## config.mk

```make
export PLATFORM = sky130hd
export DESIGN_NAME = serial_adder
export DESIGN_NICKNAME = d
export VERILOG_FILES = /design/src/rtl/serial_adder.sv
export SDC_FILE = /design/constraint.sdc
export NUM_CORES = 1
export LEC_CHECK = 0
export CAP_MARGIN = 20
export CORE_AREA = 2 2 67 69
export CTS_CLUSTER_SIZE = 10
export DETAILED_ROUTE_END_ITERATION = 12
export DIE_AREA = 0 0 69 71
export GPL_TIMING_DRIVEN = 0
export PLACE_DENSITY = 0.74
export SLEW_MARGIN = 30
export SYNTH_ARGS = -nofsm -noshare
export SYNTH_HDL_FRONTEND = slang
export SYNTH_SLANG_ARGS = --single-unit
```

## constraint.sdc

```tcl
create_clock -name clk -period 1.6 [get_ports clk]
set_clock_uncertainty 0.15 [all_clocks]
set_input_delay 0.48 -clock clk [delete_from_list [all_inputs] [get_ports clk]]
set_output_delay 0.48 -clock clk [all_outputs]
set_load 0.02 [all_outputs]
```

## src/rtl/serial_adder.sv

```systemverilog
// Bit-serial N-bit adder: operands are accepted over a valid/ready handshake, added LSB-first
// through one full-adder slice (one bit per clock), and {cout,sum} is returned over valid/ready.
// Handshakes: a transfer happens on a rising edge where valid and ready are both high;
// in_ready and out_valid are decoded from state only, so they never depend on same-cycle inputs.
module serial_adder #(
  parameter int N = 8
) (
  input  logic         clk,
  input  logic         rst,
  input  logic         in_valid,
  output logic         in_ready,
  input  logic [N-1:0] a,
  input  logic [N-1:0] b,
  input  logic         cin,
  output logic         out_valid,
  input  logic         out_ready,
  output logic [N-1:0] sum,
  output logic         cout,
  output logic         busy,
  output logic [1:0]   dbg_state
);

  localparam int CW = (N > 1) ? $clog2(N) : 1;

  typedef enum logic [1:0] {
    S_IDLE = 2'd0,
    S_RUN  = 2'd1,
    S_DONE = 2'd2
  } state_t;

  state_t         r_state;
  state_t         w_next;
  logic [N-1:0]   r_a_sh;
  logic [N-1:0]   r_b_sh;
  logic [N-1:0]   r_sum_sh;
  logic [N-1:0]   r_sum;
  logic           r_carry;
  logic           r_cout;
  logic [CW-1:0]  r_cnt;
  logic           w_s;
  logic           w_carry_next;
  logic           w_last;
  logic [N-1:0]   w_sum_next;
  logic           w_unused;

  // One-bit full-adder slice on the current LSBs and the registered carry.
  assign w_s          = r_a_sh[0] ^ r_b_sh[0] ^ r_carry;
  assign w_carry_next = (r_a_sh[0] & r_b_sh[0]) | (r_carry & (r_a_sh[0] ^ r_b_sh[0]));
  assign w_last       = (r_cnt == CW'(N - 1));
  assign w_unused     = r_sum_sh[0];

  generate
    if (N == 1) begin : g_one
      assign w_sum_next = w_s;
    end else begin : g_many
      assign w_sum_next = {w_s, r_sum_sh[N-1:1]};
    end
  endgenerate

  always_ff @(posedge clk or posedge rst) begin
    if (rst) begin
      r_state <= S_IDLE;
    end else begin
      r_state <= w_next;
    end
  end

  always_comb begin
    w_next = r_state;
    case (r_state)
      S_IDLE:  if (in_valid) w_next = S_RUN;
      S_RUN:   if (w_last) w_next = S_DONE;
      S_DONE:  if (out_ready) w_next = S_IDLE;
      default: w_next = S_IDLE;
    endcase
  end

  always_ff @(posedge clk or posedge rst) begin
    if (rst) begin
      r_a_sh   <= '0;
      r_b_sh   <= '0;
      r_sum_sh <= '0;
      r_carry  <= 1'b0;
      r_cnt    <= '0;
      r_sum    <= '0;
      r_cout   <= 1'b0;
    end else begin
      case (r_state)
        S_IDLE: begin
          if (in_valid) begin
            r_a_sh  <= a;
            r_b_sh  <= b;
            r_carry <= cin;
            r_cnt   <= '0;
          end
        end
        S_RUN: begin
          r_carry  <= w_carry_next;
          r_sum_sh <= w_sum_next;
          r_a_sh   <= r_a_sh >> 1;
          r_b_sh   <= r_b_sh >> 1;
          // Counter saturates at N-1; the result registers load only on the final slice.
          if (w_last) begin
            r_sum  <= w_sum_next;
            r_cout <= w_carry_next;
          end else begin
            r_cnt <= r_cnt + CW'(1);
          end
        end
        default: ;
      endcase
    end
  end

  assign in_ready  = (r_state == S_IDLE);
  assign out_valid = (r_state == S_DONE);
  assign busy      = (r_state == S_RUN) || (r_state == S_DONE);
  assign sum       = r_sum;
  assign cout      = r_cout;
  assign dbg_state = r_state;

endmodule

```

# == After elaboration in Yosys (flattened, before gate mapping) ==
# Index checks and enable logic that the tools add are counted.
# word_totals
reg_bits,39
inputBits,21
out_inout_bits,14
# op_classes
addsub,1
eq_ne,7
n_mux,13
bitwise,5
reduce_logical,7
# ops
cell,count
$pmux 8 s2,2
$mux 8,2
$mux 2,3
$mux 3,2
$ne 2x2->1 const B,3
$pmux 2 s3,1
$pmux 3 s2,1
$reduce_and 3->1,2
$reduce_and 2->1,2
$add 3x1->3 const B,1
$eq 3x3->1 const B,1
$and 1x1->1,2
$eq 2x1->1 const B,1
$eq 2x2->1 const B,1
$logic_not 2->1,1
$ne 2x1->1 const B,1
$pmux 1 s2,1
$reduce_bool 2->1,1
$xor 1x1->1,2
$logic_or 1x1->1,1
$mux 1,1
$or 1x1->1,1

# == Longest topological paths before layout ==
# depth
depth_word,4
depth_mapped,6
ltp_nobuf,5

# == Worst setup path after synthesis ==
# No wires, ideal clock.
# synth_timing
kind,reg2reg
start,register r_state[0] (netlist: dbg_state[0])
end,register r_state[1] (netlist: dbg_state[1])
setup_time_ps,125
arrival_time_ps,1685
required_ps,1325
path_slack_ps,-360
stages_incl_launch_ff,6
n_path_buf,0
synth_period_minus_slack_ps,1960
cell_sequence,dfrtp_1 inv_1 ha_1 and2b_4 a221oi_4 mux2_4
# synth_between
elab_chain_len,3
word_cells_on_any_way,8
classes_between,5 x eq/ne; 1 x mux; 2 x reduce/logical
# synth_lines
element,line_no,text
from (decl),31,state_t r_state;
from (signal assigned),64,r_state <= w_next;
$logic_not 2->1 *,--,
via in_ready,11,"output logic in_ready,"
$ne 2x2->1 (no source line),--,
$reduce_and 3->1 (no source line),--,
# The timed path passes the listed nets; every way through them passes the cells marked *.
# A chain may end at the register's enable or synchronous reset.

# == Final worst setup path ==
# layout_timing
start,register r_state[1] (netlist: dbg_state[1])
end,output busy
# layout_between
elab_chain_len,2
word_cells_on_any_way,3
classes_between,2 x eq/ne; 1 x reduce/logical
# layout_lines
element,line_no,text
$eq 2x1->1 or $eq 2x2->1 (tied branches),117,assign busy = (r_state == S_RUN) || (r_state == S_DONE);
$logic_or 1x1->1 *,117,
to (decl),19,"output logic busy,"
# Mark *: on every way between the ends. The rest lies on a longest branch, timed or not.

==> results by group <==
Finish
  • Core Util, Final: 68.0%
  • Share of cells above drive strength 1: 54.4%
  • # nets final: 231
  • ANT cells: 0
  • Area Overhead vs Synth: 50.5%

Worst setup path
  • Max incr delay on CP: 0.45 ns
  • CP Launch Type: register
  • Data arrival, critical path: 1.16 ns
  • Critical-path cell list: inv_4 > ha_4 > buf_6
  • R2R depth: 7
  • Top cell family by delay on the critical path: flip-flops
  • Critical path class: register to output port
  • CP bufs+invs: 2
  • Endpoint class of the critical path: output port
  • WP depth: 3
  • Critical path fanouts, max: 4
  • Slowest cell on the critical path: dfrtp_2
  • Crit path required time: 0.97 ns

GRT
  • Initial antenna violation count: 0
  • Largest net degree at the start of global routing: 39
  • First-pass GRT wire length: 6900 um
  • Total GRT Usage: 18.5%
  • Gr ovfl total: 0
  • Vias in the first global route: 1400

Run
  • Max_cap viols: 0

Drt
  • DR DRC count: 0
  • Final wirelength: 4220 um
  • Vias: 1298
  • DR vias/cell: 5.07
  • Antenna-violating nets left: 0
  • Per-cell routed wire length: 16.5 um
  • Initial drt markers: 88
  • Detailed Routing Iterations Pass 1: 4

STA
  • Slew HR: 48.5%
  • Final Hold Viols: 0
  • Actual slew at the worst max-slew pin: 0.771 ns
  • Max-slew violation count: 0
  • Final worst-path cycle share: 112%
  • Min cycle time layout: 1.79 ns
  • Sum of negative setup slack: -2.76 ns
  • RSZ-0062 raised after global routing: true
  • Setup Viol. Count Final: 38
  • Highest clock rate: 560 MHz
  • Final worst slack: -0.186 ns

Clocking
  • Clock sinks: 38
  • Root Buffer: clkbuf_8
  • Clock slew at reported path FFs: 0.07 ns
  • H-tree Lvls: 2
  • CTS tree: built
  • Hold-fix buffers, CTS: 0
  • Worst-Skew Late Latency: 0.30 ns
  • Num CTS Buffers: 5
  • Max Root-Sink Buffers: 2

Floorplan
  • Die Area: 4900 um^2
  • Initial Utilization: 45.2%
  • # IOs: 35
  • Core area: 4200 um^2
  • Die Height: 71 um
  • Row cnt: 24
  • Die X: 69 um

Power and ir drop
  • Power Dens Cells: 2170 nW/um^2
  • Leak Pwr: 0.00129 uW
  • VDD IR-drop max: 0.981 mV
  • Total Power: 6220 uW

Yosys
  • Post-Synth XOR/XNOR Area: 0%
  • Synth Flop Type: dfrtp_1
  • Flops & latches, synth: 38
  • Sequential share of the synthesized area: 50.0%
  • Ys async rst share: 100%
  • Library cells used by synthesis: 21
  • Post-Synthesis Cell Area: 1900 um^2
  • Largest family of logic cells by synthesized area: multiplexers
  • EDFF count, synth: 0
  • Synth Area in Adders: 5.00%
  • Cell count after synthesis: 142
  • Post-Synth Simple-Gate Area: 7.18%
  • Share of the synthesized area in the top cell type: 50.0%
  • Yosys warns: 0
  • Syn Nets: 170
  • Avg Inst Size Synth: 13.4 um^2
  • Area contributors post-synth: dfrtp_1, mux2_4, mux2i_1
  • Post-synthesis mux area share: 21.9%
  • Synth area leader: dfrtp_1
  • Compound-Gate Fraction of Synth Area: 9.81%

Outcome
  • Outcome: finished with violations
  • Failing checks: setup timing

Place
  • Gpl congestion: 0.708
  • HPWL Detailed: 2550 um
  • PortBufs: 34

Worst hold path
  • Hold/Removal Path Class: register to register
  • Hold path cells: 2
layout make-up:
type | count | area [um^2]
sequential | 38 | 953
fill | 289 | 1340
tap | 52 | 65.1
buffer | 6 | 106
multi-input combinational | 93 | 1050
clock buffer | 8 | 110
inverter | 5 | 26.3
timing repair buffer | 54 | 552
stage by stage:
| step | hold slack (ns) | std cells | worst slack [ns] | instance area [um^2] |
|---|---|---|---|---|
| 2_1_floorplan | 0.301 | 142 | -0.126 | 1950 |
| 3_3_place_gp | 0.315 | 228 | -0.765 | 2360 |
| 3_5_place_dp | 0.318 | 228 | -0.455 | 2360 |
| 4_1_cts | 0.345 | 254 | -0.192 | 2810 |
| 5_1_grt | 0.375 | 256 | -0.221 | 2860 |
| 6_report | 0.341 | 256 | -0.186 | 2860 |
sequential cells by signal, indices dropped and copies added, names as in the netlist:
register / cells
r_cnt: 3
r_a_sh: 8
r_sum_sh: 7
sum: 8
dbg_state: 2
r_b_sh: 8
cout: 1
r_carry: 1
cells in the final DEF, fill, tap and decap left out, types with 3 or more instances in the layout:
master,instances
o21ai_2,12
clkdlybuf4s50_1,19
mux2_4,18
a22o_1,3
buf_4,9
buf_12,9
nand2b_1,3
ha_4,4
dfrtp_1,36
mux2i_2,4
nand2_2,6
o21ai_1,7
clkdlybuf4s15_2,3
clkbuf_8,8
buf_6,10
buf_2,7
mux2i_1,6
inv_4,3
mux2i_4,6
nand2_1,14
kinds of logic after synthesis:
group | count (synthesis)
flip-flops | 38
multiplexers | 34
AND/OR/NAND/NOR | 27
AO/OA/AOI/OAI | 24
buffers and inverters | 12
adder cells (fa/ha/maj) | 7
metal layers:
metal	part of all wire [%]	track usage [%]	vias to the layer above
li1	-	-	617
met1	42	22.4	636
met2	52	31.0	37
met3	4.7	5.98	8
met4	1.7	7.19	0
met5	0	0	-
report_power, final:
| part | switching [uW] | internal, uW | total [uW] |
|---|---|---|---|
| Clock | 339 | 435 | 774 |
| Sequential | 337 | 1390 | 1720 |
| Combinational | 1550 | 2180 | 3720 |
worst min-delay path: stages, from the launching register on:
cell and delay (ns):
dfrtp_1 0.35, nand2_1 0.05, o21ai_1 0.06
cells in the mapped netlist (all sizes together), types with 3 or more instances:
library cell,count
mux2,18
nand2b,4
a22o,3
inv,5
mux2i,16
nand2,21
ha,6
buf,7
dfrtp,38
o21ai,20
worst paths after layout:
| path | from | endpoint | slack (ns) |
|---|---|---|---|
| max | dbg_state[1]$_DFFE_PP0P_ | busy | -0.19 |
| min | r_b_sh[4]$_DFFE_PP0P_ | r_b_sh[4]$_DFFE_PP0P_ | 0.34 |
| max reg2reg | dbg_state[1]$_DFFE_PP0P_ | sum[4]$_DFFE_PP0P_ | -0.15 |
| min reg2reg | r_b_sh[4]$_DFFE_PP0P_ | r_b_sh[4]$_DFFE_PP0P_ | 0.34 |
| max in group asynchronous | rst | dbg_state[0]$_DFFE_PP0P_ | 0.27 |
| min in group asynchronous | rst | dbg_state[1]$_DFFE_PP0P_ | 0.50 |
timing repair:
action	in CTS	in global routing
setup buffers	14	6
pin swaps	18	13
resized for setup	83	30
endpoints found under the setup margin	47	48
gates cloned	5	0
Power figures use the tool's default switching activity.
